[src/rtl/fifo_ctrl_pkg.sv]
// -----------------------------------------------------------------------------
// fifo_ctrl_pkg
// Shared definitions for the FIFO put/get controllers: default word width,
// occupancy encoding for the 2-entry prefetch buffer, slot index type and the
// read-issue helper used by get_controller.
// -----------------------------------------------------------------------------
package fifo_ctrl_pkg;

  localparam int DEFAULT_DATA_WIDTH = 8;
  localparam int OCC_W              = 2;

  typedef logic [OCC_W-1:0] occ_t;

  localparam occ_t OCC_EMPTY = 2'd0;
  localparam occ_t OCC_ONE   = 2'd1;
  localparam occ_t OCC_FULL  = 2'd2;

  // Which buffer slot a returning FIFO word lands in.
  typedef enum logic {
    SLOT0 = 1'b0,
    SLOT1 = 1'b1
  } slot_e;

  // A new read may be issued only if every word already owned by the buffer
  // (held, or returning from a read issued last cycle) still leaves a free
  // slot once this cycle's pop is accounted for.
  function automatic logic issue_ok(input occ_t occ, input logic inflight,
                                    input logic pop);
    logic [OCC_W:0] pending;
    pending = {1'b0, occ} + {{OCC_W{1'b0}}, inflight} - {{OCC_W{1'b0}}, pop};
    return pending < {1'b0, OCC_FULL};
  endfunction

endpackage

[src/rtl/get_controller_if.sv]
// -----------------------------------------------------------------------------
// get_controller_if
// Bundles the FIFO read port and the downstream valid/ready stream seen by
// get_controller.
//   empty      FIFO empty flag (same-cycle)
//   fifo_rdata FIFO read data, valid the cycle after en_get
//   en_get     FIFO read enable, one pop per high cycle
//   out_valid  out_data holds a valid word
//   out_data   head word of the prefetch buffer
//   out_ready  consumer accepts the word this cycle
//   occupancy  words currently held in the prefetch buffer (0-2)
// master: the controller's view.  slave: the FIFO + consumer view.
// -----------------------------------------------------------------------------
interface get_controller_if #(
  parameter int DATA_WIDTH = fifo_ctrl_pkg::DEFAULT_DATA_WIDTH
);

  logic                    empty;
  logic [DATA_WIDTH-1:0]   fifo_rdata;
  logic                    en_get;
  logic                    out_valid;
  logic [DATA_WIDTH-1:0]   out_data;
  logic                    out_ready;
  fifo_ctrl_pkg::occ_t     occupancy;

  modport master (
    input  empty, fifo_rdata, out_ready,
    output en_get, out_valid, out_data, occupancy
  );

  modport slave (
    output empty, fifo_rdata, out_ready,
    input  en_get, out_valid, out_data, occupancy
  );

endinterface

[src/rtl/get_skid_buffer.sv]
// -----------------------------------------------------------------------------
// get_skid_buffer
// Two-entry in-order prefetch buffer. slot0 is always the head word. A pop
// shifts slot1 into slot0; a push writes the slot at index (occ - pop), i.e.
// the first free slot after the pop shift, so pop and push in the same cycle
// keep strict FIFO order.
//   clk, reset  clock, synchronous active-high reset
//   push        capture push_data this cycle
//   push_data   word returning from the FIFO
//   pop         consumer takes the head word this cycle (only while occ != 0)
//   head        current head word (registered slot0)
//   occ         number of words held (0-2)
// -----------------------------------------------------------------------------
module get_skid_buffer
  import fifo_ctrl_pkg::*;
#(
  parameter int DATA_WIDTH = DEFAULT_DATA_WIDTH
) (
  input  logic                  clk,
  input  logic                  reset,
  input  logic                  push,
  input  logic [DATA_WIDTH-1:0] push_data,
  input  logic                  pop,
  output logic [DATA_WIDTH-1:0] head,
  output occ_t                  occ
);

  logic [DATA_WIDTH-1:0] slot0;
  logic [DATA_WIDTH-1:0] slot1;
  occ_t                  wr_idx;
  slot_e                 wr_slot;

  always_comb begin
    wr_idx  = occ - occ_t'(pop);
    wr_slot = (wr_idx == OCC_EMPTY) ? SLOT0 : SLOT1;
  end

  always_ff @(posedge clk) begin
    if (reset) begin
      // NOTE: only two slots, so they are cleared too; head then reads 0 out
      // of reset instead of X.
      slot0 <= '0;
      slot1 <= '0;
      occ   <= OCC_EMPTY;
    end else begin
      if (pop) begin
        slot0 <= slot1;
      end
      // NOTE: the capture below may target slot0 in the same cycle as the
      // shift above; the later non-blocking assignment wins, which is exactly
      // the "pop + push with one word held" case.
      if (push) begin
        case (wr_slot)
          SLOT0:   slot0 <= push_data;
          SLOT1:   slot1 <= push_data;
          default: slot0 <= push_data;
        endcase
      end
      occ <= occ + occ_t'(push) - occ_t'(pop);
    end
  end

  assign head = slot0;

endmodule

[src/rtl/get_controller.sv]
// -----------------------------------------------------------------------------
// get_controller
// Read side of the FIFO controller pair. Issues FIFO read enables while the
// FIFO is non-empty and the prefetch buffer can absorb the word that returns
// one cycle later, and presents buffered words to the consumer over a
// valid/ready handshake at one word per cycle.
//   clk    rising-edge clock
//   reset  synchronous, active-high reset
//   bus    get_controller_if.master: empty, fifo_rdata, out_ready in;
//          en_get, out_valid, out_data, occupancy out
// -----------------------------------------------------------------------------
module get_controller
  import fifo_ctrl_pkg::*;
#(
  parameter int DATA_WIDTH = DEFAULT_DATA_WIDTH
) (
  input  logic             clk,
  input  logic             reset,
  get_controller_if.master bus
);

  logic                  inflight;
  logic                  pop;
  occ_t                  occ;
  logic [DATA_WIDTH-1:0] head;

  // out_valid comes straight from the occ register, so the handshake output
  // carries no combinational path from any input.
  assign bus.out_valid = (occ != OCC_EMPTY);
  assign pop           = bus.out_valid & bus.out_ready;

  // out_ready -> pop -> en_get is the one intended combinational path: it lets
  // a read be issued in the same cycle a pop frees a slot, which is what keeps
  // the stream bubble-free.
  assign bus.en_get = ~bus.empty & ~reset & issue_ok(occ, inflight, pop);

  always_ff @(posedge clk) begin
    if (reset) begin
      inflight <= 1'b0;
    end else begin
      inflight <= bus.en_get;
    end
  end

  // A word returning while reset is high is dropped: the buffer's reset has
  // priority over the capture, and the FIFO is reset alongside this block.
  get_skid_buffer #(
    .DATA_WIDTH (DATA_WIDTH)
  ) u_skid (
    .clk       (clk),
    .reset     (reset),
    .push      (inflight),
    .push_data (bus.fifo_rdata),
    .pop       (pop),
    .head      (head),
    .occ       (occ)
  );

  assign bus.out_data  = head;
  assign bus.occupancy = occ;

endmodule

[src/flat_wrapper.sv]
// flat-port wrapper written by rule: the top's interface ports become plain ports
module get_controller_flat import fifo_ctrl_pkg::*;
#(
  parameter int DATA_WIDTH = DEFAULT_DATA_WIDTH
)
  (clk, reset, bus_empty, bus_fifo_rdata, bus_out_ready, bus_en_get, bus_out_valid, bus_out_data, bus_occupancy);
  get_controller_if #(.DATA_WIDTH(DATA_WIDTH)) bus_i ();
  input  logic clk;
  input  logic reset;
  input wire logic [$bits(bus_i.empty)-1:0] bus_empty;
  input wire logic [$bits(bus_i.fifo_rdata)-1:0] bus_fifo_rdata;
  input wire logic [$bits(bus_i.out_ready)-1:0] bus_out_ready;
  output wire logic [$bits(bus_i.en_get)-1:0] bus_en_get;
  output wire logic [$bits(bus_i.out_valid)-1:0] bus_out_valid;
  output wire logic [$bits(bus_i.out_data)-1:0] bus_out_data;
  output wire logic [$bits(bus_i.occupancy)-1:0] bus_occupancy;
  assign bus_i.empty = bus_empty;
  assign bus_i.fifo_rdata = bus_fifo_rdata;
  assign bus_i.out_ready = bus_out_ready;
  assign bus_en_get = bus_i.en_get;
  assign bus_out_valid = bus_i.out_valid;
  assign bus_out_data = bus_i.out_data;
  assign bus_occupancy = bus_i.occupancy;
  get_controller #(.DATA_WIDTH(DATA_WIDTH)) u_core (.clk(clk), .reset(reset), .bus(bus_i));
endmodule
[config.mk]
export PLATFORM = sky130hd
export DESIGN_NAME = get_controller_flat
export DESIGN_NICKNAME = d
export VERILOG_FILES = /design/src/rtl/fifo_ctrl_pkg.sv /design/src/rtl/get_controller_if.sv /design/src/rtl/get_skid_buffer.sv /design/src/rtl/get_controller.sv /design/src/flat_wrapper.sv
export SDC_FILE = /design/constraint.sdc
export NUM_CORES = 1
export LEC_CHECK = 0
export BUFFER_PORTS_ARGS = -buffer_cell sky130_fd_sc_hd__buf_2
export CORE_UTILIZATION = 46
export CTS_BUF_LIST = sky130_fd_sc_hd__clkbuf_8 sky130_fd_sc_hd__clkbuf_16
export CTS_CLUSTER_SIZE = 8
export DETAILED_ROUTE_END_ITERATION = 7
export PLACE_DENSITY = 0.73
export SLEW_MARGIN = 20
export SYNTH_ARGS = -nofsm -noshare
export SYNTH_HDL_FRONTEND = slang
export SYNTH_SLANG_ARGS = --single-unit
[constraint.sdc]
create_clock -name clk -period 1.9 [get_ports clk]
set_clock_uncertainty 0.15 [all_clocks]
set_input_delay 0.19 -clock clk [delete_from_list [all_inputs] [get_ports clk]]
set_output_delay 0.19 -clock clk [all_outputs]
set_load 0.05 [all_outputs]
; Word level (Yosys, flattened, before mapping)
; Index checks and enable logic that the tools add are counted.
[word_totals]
ff_bits = 19
inputBits = 12
word_cells = 22
[classes]
add_sub_neg = 5
n_lt_le_gt_ge = 1
mux = 3
bitwise_logic = 6
reduce_logical = 3
[op_table]
columns = op, count
row1 = 2-to-1 mux 8 bit, 3
row2 = subtractor 2 x 1 -> 2 bit, 2
row3 = adder 2 x 1 -> 3 bit, 1
row4 = bitwise AND 1 bit, 3
row5 = "< comparator 3 x 2 -> 1 bit, second input constant", 1
row6 = NOT 1 bit, 3
row7 = subtractor 3 x 1 -> 3 bit, 1
row8 = adder 2 x 1 -> 2 bit, 1
row9 = logical NOT 2 bit, 1
row10 = AND reduction 2 bit, 1
row11 = nonzero test 2 bit, 1

; Logic depth before layout (Yosys ltp)
; Gate-level depths: netlist of the first run.
[depth]
word_depth = 6
ltp_mapped = 9
mapped_depth_nobuf = 7

; Hierarchy
; Synthesis of the first run repeated with hierarchy kept, for this count alone.
[unflattened]
hier_cells = 115
hier_area_um2 = 1128.6
[modules_own_cells]
columns = module, n_inst, cells_each, area_each_um2, seq_area_each_um2
row1 = get_skid_buffer, 1, 105, 1027.2, 360.3
row2 = get_controller, 1, 10, 101.3, 20.0

; Least setup slack after synthesis of the first run
; OpenSTA, ideal clock, no wires.
[synth_path]
kind = reg-to-output
startpoint = reg u_core.u_skid.occ[1]
endpoint = out bus_en_get
arrival_time_ns = 3.447
required_ns = 1.560
setup_slack_ns = -1.887
stages_incl_launch_ff = 9
n_path_buf = 2
cell_sequence = dfxtp_1 buf_6 o21a_1 clkbuf_1 nand2b_1 nand2_1 ha_1 fa_1 nor4_1
[synth_between]
elab_chain_len = 5
word_cells_on_any_way = 6
cone_classes = add/sub (2) / order compare (1) / bitwise (2) / reduce/logical (1)
[synth_lines]
columns = item, line
row1 = from (decl), get_skid_buffer.sv:25  ; output occ_t occ
row2 = from (signal assigned), get_skid_buffer.sv:59  ; occ <= occ + occ_t'(push) - occ_t'(pop);
row3 = branches (longest 2 deep; another with adder 2 x 1 -> 3 bit), -
row4 = subtractor 3 x 1 -> 3 bit (*), fifo_ctrl_pkg.sv:30  ; pending = {1'b0, occ} + {{OCC_W{1'b0}}, inflight} - {{OCC_W{1'b0}}, pop};
row5 = < comparator 3 x 2 -> 1 bit (*), fifo_ctrl_pkg.sv:31  ; return pending < {1'b0, OCC_FULL};
row6 = bitwise AND 1 bit (*), get_controller.sv:35  ; assign bus.en_get = ~bus.empty & ~reset & issue_ok(occ, inflight, pop);
row7 = to (decl), flat_wrapper.sv:13  ; output wire logic [$bits(bus_i.en_get)-1:0] bus_en_get;
; Every way passes the cells marked *.

; Worst setup path after layout of the first run
; Ends and elaborated chain as after synthesis.

==> out/results.md, run 1 <==
| Metric | Reported |
|---|---|
| ANT cells | 0 |
| Largest net degree at the start of global routing | 19 |
| Later-pin clock latency in the skew report | 0.25 ns |
| Final period demand of the worst path | 2.353 ns |
| Total overflow reported by the global router | 0 |
| Overall die height | 48.09 um |
| Final weighted congestion of routability-driven global placement | 0.8074 |
| Net count reported at finish | 148 |
| Ranking of synthesized cells by area | dfxtp_1, a311oi_2, nand2b_1 |
| Cells after Synth | 102 |
| Final design area excluding fillers | 1280 um2 |
| Flip-flop and latch count after synthesis | 19 |
| Antenna violations before repair | 0 |
| Post-synthesis cell area | 977.2 um2 |
| Width of the die | 48.09 um |
| Worst Tran Pin Value | 0.4789 ns |
| Final HPWL DP | 1.609 mm |
| Warning count from the yosys run | 0 |
| Crit path largest cell delay | 0.47 ns |
| Cell type contributing the most total cell area after synthesis | dfxtp_1 |
| P&R area growth vs syn | 30.99% |
| Via count of the first global-routing pass | 760 |
| Synth Net Count | 116 |
| Number of vias per cell | 5.231 |
| Min Hold Slack | 0.008192 ns |
| Post-Synthesis Mean Instance Area | 9.580 um2 |
| Top cell family by delay on the critical path | adder cells |
| Starting DRC count in detailed routing | 13 |
| Slew Limit Headroom | 0.6808 |
| Period utilisation layout | 1.238 |
| Sum Neg Setup Slack | -0.8462 ns |
| CP max stage cell | fa_2 |
| Arrival time reported for the critical path endpoint | 2.01 ns |
| Maxcap violations | 0 |
| Via count of the routed design | 837 |
| Worst Setup End Kind | output pin |
| Clock tree from TritonCTS | done |
| Top library cells by usage in the layout, fill and taps aside | buf_2, nand2_1, dfxtp_1 |
| Failing checks | setup timing |
| Min-delay worst type | input pin to flop |
| Number of distinct standard cells referenced by the synthesized netlist | 20 |
| Critical setup path kind | flop to output pin |
| Wire length per cell | 13.73 um |
| CP Cell Sequence | o21a_1 -> nand2b_4 -> nand2_4 -> ha_4 -> fa_2 -> nor4_4 -> buf_6 |
| Detail Route Antenna Nets | 0 |
| Number of CTS-inserted buffers | 3 |
| Share of cells above drive strength 1 | 0.4436 |
| Crit path depth | 7 |
| F_max | 0.4250 GHz |
| Critical Path Source Type | flop |
| 1st-pass router iterations | 4 |
| Core Util, Final | 0.6458 |
| Combined buffer and inverter count along the critical path | 1 |
| Area share of the largest cell type after synthesis | 0.3892 |
| Overall power of the completed layout | 1.815 mW |
| Total routing resource utilization after global routing | 0.2159 |
| Cell leakage power | 0.5035 nW |
| Result of the run | complete, but fails checks |
| Placeable core region | 1982 um2 |
| Depth of the worst register-to-register path | 8 |
| Required time at the endpoint of the critical path | 1.56 ns |
| Worst slack, placed | -0.3411 ns |
| Initial core utilization | 0.4931 |
| Reg clk slew, reported paths | 0.07 ns |
| Detailed-route wire length | 2.197 mm |
| Ports placed on the boundary | 24 |
| Seq/Total Area, Yosys | 0.3892 |
| H-tree levels | 1 |
| Number of instances in the placed design | 155 |
| Count of endpoints failing setup in the final report | 3 |
| Post-route DRC violation count | 0 |
| Core Rows | 16 |
| CP Max Fanout | 3 |
| Smallest setup slack after layout | -0.4529 ns |
| RSZ-0062 raised after global routing | true |
| Longest Clk Path Bufs | 2 |
| IR Drop Worst-Case VDD | 862.3 uV |
| Wire length of the first global-routing pass | 3.381 mm |
| Number of slew-limit violations in the final report | 0 |
| Number of stages on the worst hold path | 2 |
| Most frequent standard cell in the layout excluding fill and tap cells | buf_2 |
| Cell Count, Final, Fillers Out | 160 |
| Placed instance area | 1202 um2 |
| Buffer type at the clock tree root | clkbuf_8 |
| I/O Buffers | 23 |
| Pwr Density | 1418 nW/um2 |
| Final hold violations | 0 |
| Number of clock sinks | 19 |
| Total die area | 2313 um2 |
## final timing paths
path,to,slack [ns],start
worst max-delay path,bus_en_get,-0.45,u_core.u_skid.occ[1]$_SDFF_PP0_
worst min-delay path,u_core.inflight$_SDFF_PP0_,0.008,bus_empty
worst max register to register,u_core.inflight$_SDFF_PP0_,-0.27,u_core.u_skid.occ[1]$_SDFF_PP0_
worst min register to register,u_core.u_skid.slot1[5]$_SDFFE_PP0P_,0.33,u_core.u_skid.slot1[5]$_SDFFE_PP0P_
## state kept, by name, indices dropped and copies added, names as in the netlist
name and flops:
u_core.u_skid.head 8, u_core.inflight 1, u_core.u_skid.occ 2, u_core.u_skid.slot1 8
## layout make-up
type / instances / area (um2)
clock buffer: 3 / 41.29
clock inverter: 1 / 5.005
fill: 168 / 701.9
inverter: 1 / 3.754
multi-input combinational: 73 / 589.3
sequential: 19 / 387.9
tap: 27 / 33.78
timing repair buffer: 36 / 219.0
## kinds of logic (layout without fill, tap and decap cells)
group | Yosys count | in the layout | synth area share
buffers and inverters | 10 | 41 | 0.06529
multiplexers | 8 | 8 | 0.08195
AND/OR/NAND/NOR | 51 | 51 | 0.2778
adder cells (fa/ha/maj) | 2 | 2 | 0.03329
flip-flops | 19 | 19 | 0.3892
XOR/XNOR | 1 | 1 | 0.008965
AO/OA/AOI/OAI | 11 | 11 | 0.1434
## power by group
group | switching (mW) | internal [mW]
sequential | 0.0484 | 0.495
clock | 0.137 | 0.146
combinational | 0.621 | 0.368
total | 0.806 | 1.01
## per-layer routing
layer  global-route usage  wire length, um
met5                    0                0
met4              0.08333               23
met3              0.04444               48
met2               0.3595             1108
met1               0.2746             1016
## synthesized netlist by cell type
library cell	number
or2_1	1
ha_1	1
nor3_1	8
o21a_1	2
o21ai_1	1
inv_1	1
nor4_1	2
xnor2_1	1
or2_2	1
fa_1	1
a311oi_2	8
nand2b_1	17
nor2b_1	3
clkbuf_1	3
mux2i_1	8
buf_6	3
nand2_1	18
buf_2	3
dfxtp_1	19
nand2b_4	1
## repair_timing
| action | CTS | global route |
|---|---|---|
| setup buffers | 1 | 0 |
| pin swaps | 4 | 0 |
| gates cloned | 0 | 0 |
| setup endpoints to repair | 3 | 3 |
| gates resized for setup | 5 | 0 |
| hold buffers | 0 | 0 |
Note: power is estimated with default switching activity, not from simulation.
==> run 2: changes to the inputs <==
--- a/config.mk
+++ b/config.mk
@@ -10,7 +10,7 @@
 export CTS_BUF_LIST = sky130_fd_sc_hd__clkbuf_8 sky130_fd_sc_hd__clkbuf_16
 export CTS_CLUSTER_SIZE = 8
 export DETAILED_ROUTE_END_ITERATION = 7
-export PLACE_DENSITY = 0.73
+export PLACE_DENSITY = 0.78
 export SLEW_MARGIN = 20
 export SYNTH_ARGS = -nofsm -noshare
 export SYNTH_HDL_FRONTEND = slang
==> run 2 against run 1 <==
Against the previous run:
- sequential cell count unchanged
- via count down 1.7%
- global-route usage up 1.1 points
- combinational power up 6%
- critical path depth unchanged
- design area up 3.0%
- cell count down 0.63%
- non-clock buffer count down 1
- highest routed layer unchanged
- wire length up 2.0%
- first-iteration DRC count down 7.7%
- clock-buffer cell count unchanged
- register-to-register slack better by 0.18 ns
- the run still ends with setup timing left
- critical endpoint unchanged
==> out/results.md, run 2 (same netlist as run 1, synthesis figures left out) <==
| Metric | Reported | Delta |
|---|---|---|
| Result of the run | complete, but fails checks |  |
| Failing checks | setup timing |  |
| Placeable core region | 1982 um2 | unchanged |
| Top library cells by usage in the layout, fill and taps aside | buf_2, nand2_1, dfxtp_1 |  |
| Final weighted congestion of routability-driven global placement | 0.7078 | -12% |
| Sum Neg Setup Slack | -0.5745 ns | +0.2716 ns |
| Antenna violations before repair | 0 | unchanged |
| Number of slew-limit violations in the final report | 0 | unchanged |
| Critical setup path kind | flop to output pin |  |
| Cell Count, Final, Fillers Out | 159 | -0.63% |
| Net count reported at finish | 147 | -0.68% |
| Critical Path Source Type | flop |  |
| Worst Tran Pin Value | 0.5025 ns | +0.02367 ns |
| Reg-to-reg setup timing slack | -0.09 ns | +0.18 ns |
| IR Drop Worst-Case VDD | 882.1 uV | +2.3% |
| Reg clk slew, reported paths | 0.07 ns | about the same |
| H-tree levels | 1 | unchanged |
| P&R area growth vs syn | 34.95% |  |
| Number of clock sinks | 19 | unchanged |
| Post-route DRC violation count | 0 | unchanged |
| Number of vias per cell | 5.176 | -1.1% |
| Slew Limit Headroom | 0.6650 | -0.01578 |
| Initial core utilization | 0.4931 | unchanged |
| Clock tree from TritonCTS | done |  |
| Required time at the endpoint of the critical path | 1.56 ns | about the same |
| Via count of the routed design | 823 | -1.7% |
| Net switching fraction of the power | 0.4472 | +0.003091 |
| Final period demand of the worst path | 2.348 ns | -0.004879 ns |
| Wire length of the first global-routing pass | 3.505 mm | +3.7% |
| Worst Setup End Kind | output pin |  |
| Overall power of the completed layout | 1.881 mW | +3.6% |
| Net switching power of the design | 0.8412 mW | +4.4% |
| Overall die height | 48.09 um | unchanged |
| Total overflow reported by the global router | 0 | unchanged |
| Final hold violations | 0 | unchanged |
| Most frequent standard cell in the layout excluding fill and tap cells | buf_2 |  |
| Total die area | 2313 um2 | unchanged |
| Maxcap violations | 0 | unchanged |
| Later-pin clock latency in the skew report | 0.26 ns | about the same |
| Number of instances in the placed design | 152 | -1.9% |
| F_max | 0.4259 GHz | +0.21% |
| Detailed-routing wirelength on met1 | 1.007 mm | -0.89% |
| Proportion of power drawn by flip-flops and latches | 0.295 | -0.005 |
| Min-delay worst type | input pin to flop |  |
| Starting DRC count in detailed routing | 12 | -1 |
| Routed wire length on met2 | 1.125 mm | +1.5% |
| Largest net degree at the start of global routing | 21 | +2 |
| CP Max Fanout | 4 | +1 |
| Ports placed on the boundary | 24 | unchanged |
| Combinational cell fraction of total power | 0.557 | +0.012 |
| Number of CTS-inserted buffers | 3 | unchanged |
| Via count of the first global-routing pass | 764 | +0.53% |
| RSZ-0062 raised after global routing | true |  |
| Number of fillers in the final layout | 162 | -3.6% |
| Buffer type at the clock tree root | clkbuf_8 |  |
| Met3 WL post-DR | 80 um | +67% |
| Core Util, Final | 0.6654 | +0.01957 |
| Final HPWL DP | 1.533 mm | -4.7% |
| Detail Route Antenna Nets | 0 | unchanged |
| Core Rows | 16 | unchanged |
| Pwr Density | 1426 nW/um2 | +0.60% |
| Share of cells above drive strength 1 | 0.4394 | -0.004215 |
| ANT cells | 0 | unchanged |
| Period utilisation layout | 1.236 | -0.002568 |
| Count of endpoints failing setup in the final report | 3 | unchanged |
| Width of the die | 48.09 um | unchanged |
| 1st-pass router iterations | 2 | -2 |
| Internal cell power | 1.040 mW | +3.1% |
| Longest Clk Path Bufs | 2 | unchanged |
| I/O Buffers | 23 | unchanged |
| DR top layer | met4 |  |
| Detailed-route wire length | 2.242 mm | +2.0% |
| Wire length per cell | 14.10 um | +2.7% |
| Cell leakage power | 0.5061 nW | +0.52% |
| Smallest setup slack after layout | -0.4480 ns | +0.004879 ns |
| Arrival time reported for the critical path endpoint | 2.01 ns | about the same |
| Clk network pwr share | 0.149 | -0.007 |
| Total routing resource utilization after global routing | 0.2271 | +0.01121 |
run 2: changes by cell type in the layout (fill, tap and decap cells not counted), sizes merged:
cell / before / now
buf: 36 / 34
clkinv: 1 / 0
dlygate4sd3: 0 / 1
inv: 1 / 2
run 2: layer usage:
metal	track usage	vias up
met2	0.3838	15
met1	0.2802	397
met3	0.06667	4
met4	0.06667	0
met5	0	-
li1	-	407
run 2: power by group through the flow:
| stage | clock network (mW) | registers [mW] | logic, mW |
|---|---|---|---|
| floorplan | 0 | 0.795 | 0.499 |
| global placement | 0 | 0.553 | 0.899 |
| detailed placement | 0 | 0.558 | 0.922 |
| CTS | 0.291 | 0.550 | 1.00 |
| global route | 0.303 | 0.571 | 1.10 |
| finish | 0.279 | 0.555 | 1.05 |
run 2: stage by stage:
step	hold slack [ns]	cell area, um2	setup WS (ns)
floorplan	0.1171	1033	-0.7377
global placement	0.2551	1180	-0.3068
detailed placement	0.2608	1180	-0.3545
CTS	0.04672	1284	-0.4794
global route	0.05944	1319	-0.5118
finish	0.04983	1319	-0.4480
run 2: layout make-up:
| type | instances | area, um2 | share of cell area |
|---|---|---|---|
| multi-input combinational | 73 | 630.6 | 0.4782 |
| sequential | 19 | 387.9 | 0.2941 |
| timing repair buffer | 35 | 217.7 | 0.1651 |
| clock buffer | 3 | 41.29 | 0.03131 |
| tap | 27 | 33.78 | 0.02562 |
| clock inverter | 1 | 3.754 | 0.002846 |
| inverter | 1 | 3.754 | 0.002846 |
run 2: final timing paths:
path,startpoint,depth (start not counted),endpoint
worst max-delay path,u_core.u_skid.occ[1]$_SDFF_PP0_,7,bus_en_get
worst min-delay path,bus_fifo_rdata[3],3,u_core.u_skid.slot1[3]$_SDFFE_PP0P_
worst max register to register,u_core.u_skid.occ[1]$_SDFF_PP0_,8,u_core.inflight$_SDFF_PP0_
worst min register to register,u_core.u_skid.slot1[4]$_SDFFE_PP0P_,2,u_core.u_skid.slot1[4]$_SDFFE_PP0P_
run 2: what timing repair did:
action	4_1_cts	5_1_grt
setup buffers	3	1
hold buffers	1	0
pin swaps	4	2
resized for setup	7	5
endpoints found under the setup margin	3	3
endpoints found under the hold margin	1	0
run 2: critical path: stages (launching register included):
cell,delay (ns)
dfxtp_4,0.36
o21a_4,0.23
nand2b_4,0.08
nand2_4,0.05
ha_4,0.15
fa_2,0.45
nor4_4,0.24
buf_6,0.19
==> run 3: changes to the inputs <==
--- a/config.mk
+++ b/config.mk
@@ -5,12 +5,14 @@
 export SDC_FILE = /design/constraint.sdc
 export NUM_CORES = 1
 export LEC_CHECK = 0
+export ABC_AREA = 1
 export BUFFER_PORTS_ARGS = -buffer_cell sky130_fd_sc_hd__buf_2
+export CORE_ASPECT_RATIO = 0.7
 export CORE_UTILIZATION = 46
 export CTS_BUF_LIST = sky130_fd_sc_hd__clkbuf_8 sky130_fd_sc_hd__clkbuf_16
 export CTS_CLUSTER_SIZE = 8
 export DETAILED_ROUTE_END_ITERATION = 7
-export PLACE_DENSITY = 0.78
+export PLACE_DENSITY = 0.73
 export SLEW_MARGIN = 20
 export SYNTH_ARGS = -nofsm -noshare
 export SYNTH_HDL_FRONTEND = slang
==> run 3 against run 2 <==
Against the previous run:
- the run ends with DRC, setup timing left
- via count is 32% higher
- critical path depth is 2 higher
- combinational power is 10% higher
- hold slack better by 0.066 ns
- clock power hardly changed
- synthesized cell count is 57% higher
- die area is 3.4% higher
- clock-buffer cell count stayed put
- critical path type unchanged
- largest cell class unchanged
- largest power group unchanged
==> out/results.md, run 3 <==
| Metric | Reported | Delta |
|---|---|---|
| Clock tree from TritonCTS | done |  |
| Later-pin clock latency in the skew report | 0.26 ns | about the same |
| Critical setup path kind | flop to output pin |  |
| Cell type contributing the most total cell area after synthesis | dfxtp_1 |  |
| Longest Clk Path Bufs | 2 | unchanged |
| Width of the die | 58.03 um | +21% |
| Pwr Density | 1466 nW/um2 | +2.8% |
| Core Util, Final | 0.7045 | +0.03908 |
| Wire length per cell | 11.80 um | -16% |
| Synth Net Count | 174 | +50% |
| Maxcap violations | 0 | unchanged |
| Share of cells above drive strength 1 | 0.2864 | -0.1530 |
| Post-synthesis cell area | 1011 um2 | +3.5% |
| Worst Setup End Kind | output pin |  |
| RSZ-0062 raised after global routing | true |  |
| Post-route DRC violation count | 1 | +1 |
| Arrival time reported for the critical path endpoint | 2.11 ns | +0.10 ns |
| Final weighted congestion of routability-driven global placement | 0.7689 | +8.6% |
| Initial core utilization | 0.5179 | +0.02489 |
| Number of enable flip-flop cells after synthesis | 0 | unchanged |
| Buffer type at the clock tree root | clkbuf_8 |  |
| ANT cells | 0 | unchanged |
| Starting DRC count in detailed routing | 38 | +26 |
| Seq/Total Area, Yosys | 0.3762 | -0.01301 |
| Net count reported at finish | 214 | +46% |
| Failing checks | DRC, setup timing |  |
| CP Max Fanout | 4 | unchanged |
| Most numerous cell in the Yosys netlist | nand2_1 |  |
| Overall die height | 41.22 um | -14% |
| Cell leakage power | 0.7447 nW | +47% |
| Critical Path Source Type | flop |  |
| 1st-pass router iterations | 6 | +4 |
| Area share of the largest cell type after synthesis | 0.3762 | -0.01301 |
| Final design area excluding fillers | 1375 um2 | +4.3% |
| Overall power of the completed layout | 2.016 mW | +7.2% |
| Smallest setup slack after layout | -0.5451 ns | -0.09710 ns |
| Number of distinct standard cells referenced by the synthesized netlist | 18 | -10% |
| Total overflow reported by the global router | 0 | unchanged |
| Sum Neg Setup Slack | -0.6929 ns | -0.1183 ns |
| Result of the run | complete, but fails checks |  |
| Placeable core region | 1952 um2 | -1.5% |
| Antenna violations before repair | 0 | unchanged |
| F_max | 0.4090 GHz | -4.0% |
| Ranking of synthesized cells by area | dfxtp_1, nand2_1, nand3_1 |  |
| Total routing resource utilization after global routing | 0.2321 | +0.004982 |
| Core Rows | 13 | -3 |
| Total die area | 2392 um2 | +3.4% |
| Flip-flop cell with the highest count after synthesis | dfxtp_1 |  |
| Most frequent standard cell in the layout excluding fill and tap cells | nand2_1 |  |
| Commonest cells in the netlist | nand2_1, inv_1, nor2_1 |  |
| Detail Route Antenna Nets | 0 | unchanged |
| Final period demand of the worst path | 2.445 ns | +0.09710 ns |
| Placed instance area | 1266 um2 | +7.3% |
| Post-Synthesis Mean Instance Area | 6.319 um2 | -34% |
| Final hold violations | 0 | unchanged |
| Min-delay worst type | input pin to flop |  |
| Period utilisation layout | 1.287 | +0.05111 |
| I/O Buffers | 23 | unchanged |
| Ports placed on the boundary | 24 | unchanged |
| IR Drop Worst-Case VDD | 804.9 uV | -8.7% |
| Required time at the endpoint of the critical path | 1.56 ns | about the same |
| Number of clock sinks | 19 | unchanged |
| Count of endpoints failing setup in the final report | 2 | -1 |
| Number of vias per cell | 4.910 | -5.2% |
| Cells after Synth | 160 | +57% |
| Top library cells by usage in the layout, fill and taps aside | nand2_1, inv_1, nor2_1 |  |
| Flip-flop and latch count after synthesis | 19 | unchanged |
| Number of slew-limit violations in the final report | 0 | unchanged |
| P&R area growth vs syn | 36.01% |  |
| Slew Limit Headroom | 0.7353 | +0.07037 |
| Final HPWL DP | 1.743 mm | +14% |
| Largest net degree at the start of global routing | 17 | -19% |
| Warning count from the yosys run | 0 | unchanged |
| Async set-or-reset flop fraction in the synthesized netlist | 0 | unchanged |
| Wire length of the first global-routing pass | 3.857 mm | +10% |
| H-tree levels | 1 | unchanged |
| Number of CTS-inserted buffers | 3 | unchanged |
| Detailed-route wire length | 2.608 mm | +16% |
| Worst Tran Pin Value | 0.3966 ns | -0.1060 ns |
| Reg clk slew, reported paths | 0.07 ns | about the same |
| Via count of the first global-routing pass | 842 | +10% |
| Via count of the routed design | 1085 | +32% |
## run 3: cell types whose count changed after synthesis, moves of 3 or more
cell	delta
nor2_1	+26
mux2i_1	-8
nor2b_1	-3
nand3_1	+25
nand2_1	+28
buf_6	-3
nor3_1	-6
inv_1	+26
nand2b_1	-17
a311oi_2	-8
## run 3: path summary, 6_finish.rpt
check | slack (ns) | depth (start not counted) | start | end
setup / recovery | -0.55 | 9 | u_core.u_skid.occ[0]$_SDFF_PP0_ | bus_en_get
hold / removal | 0.12 | 5 | bus_fifo_rdata[5] | u_core.u_skid.slot1[5]$_SDFFE_PP0P_
setup reg to reg | -0.15 | 10 | u_core.u_skid.occ[0]$_SDFF_PP0_ | u_core.inflight$_SDFF_PP0_
hold reg to reg | 0.37 | 4 | u_core.u_skid.slot1[6]$_SDFFE_PP0P_ | u_core.u_skid.slot1[6]$_SDFFE_PP0P_
## run 3: power by group
group	internal [mW]	total, mW	switching (mW)
registers	0.511	0.578	0.0674
clock network	0.144	0.278	0.135
logic	0.385	1.16	0.774
total	1.04	2.02	0.976
## run 3: worst max-delay path, cell delays in order (launching register included)
cell	delay (ns)
dfxtp_4	0.37
o21ai_2	0.15
nand2_1	0.07
nand2_1	0.07
ha_2	0.18
fa_1	0.43
inv_2	0.11
nand2_4	0.06
nor3_4	0.22
buf_6	0.19
## run 3: logic make-up (layout without fill, tap and decap cells)
| logic type | Yosys count | after routing | synth area share |
|---|---|---|---|
| fa+ha+maj | 2 | 2 | 0.03218 |
| flops | 19 | 19 | 0.3762 |
| xor+xnor | 1 | 1 | 0.008665 |
| compound gates | 2 | 2 | 0.02476 |
| buf+inv | 35 | 74 | 0.1398 |
| simple gates | 101 | 101 | 0.4183 |
## run 3: stage by stage
stage,hold WS [ns],setup slack [ns],std cells
global placement,0.2240,-0.2217,212
detailed placement,0.2248,-0.2633,212
finish,0.1162,-0.5451,221
global route,0.1326,-0.6451,221
CTS,0.1191,-0.4507,219
floorplan,0.1016,-0.5115,160
## run 3: layout make-up
type	count	area (um2)
Clock buffer	3	41.29
Fill cell	159	576.8
Inverter	30	120.1
Clock inverter	1	3.754
Timing Repair Buffer	40	257.7
Sequential cell	19	389.1
Multi-Input combinational cell	106	535.5
Tap cell	22	27.53
## run 3: what timing repair did
| item | in CTS | in global routing |
|---|---|---|
| gates resized for setup | 4 | 3 |
| pin swaps | 6 | 4 |
| hold buffers | 2 | 0 |
| gates cloned | 0 | 0 |
| endpoints found under the hold margin | 3 | 0 |
| setup endpoints to repair | 1 | 2 |
| buffers inserted | 1 | 2 |
## run 3: metal layers
metal,GRT usage,part of all wire
met3,0.08202,0.071
met5,0,0
met4,0.1250,0.028
met1,0.2772,0.44
met2,0.3793,0.46
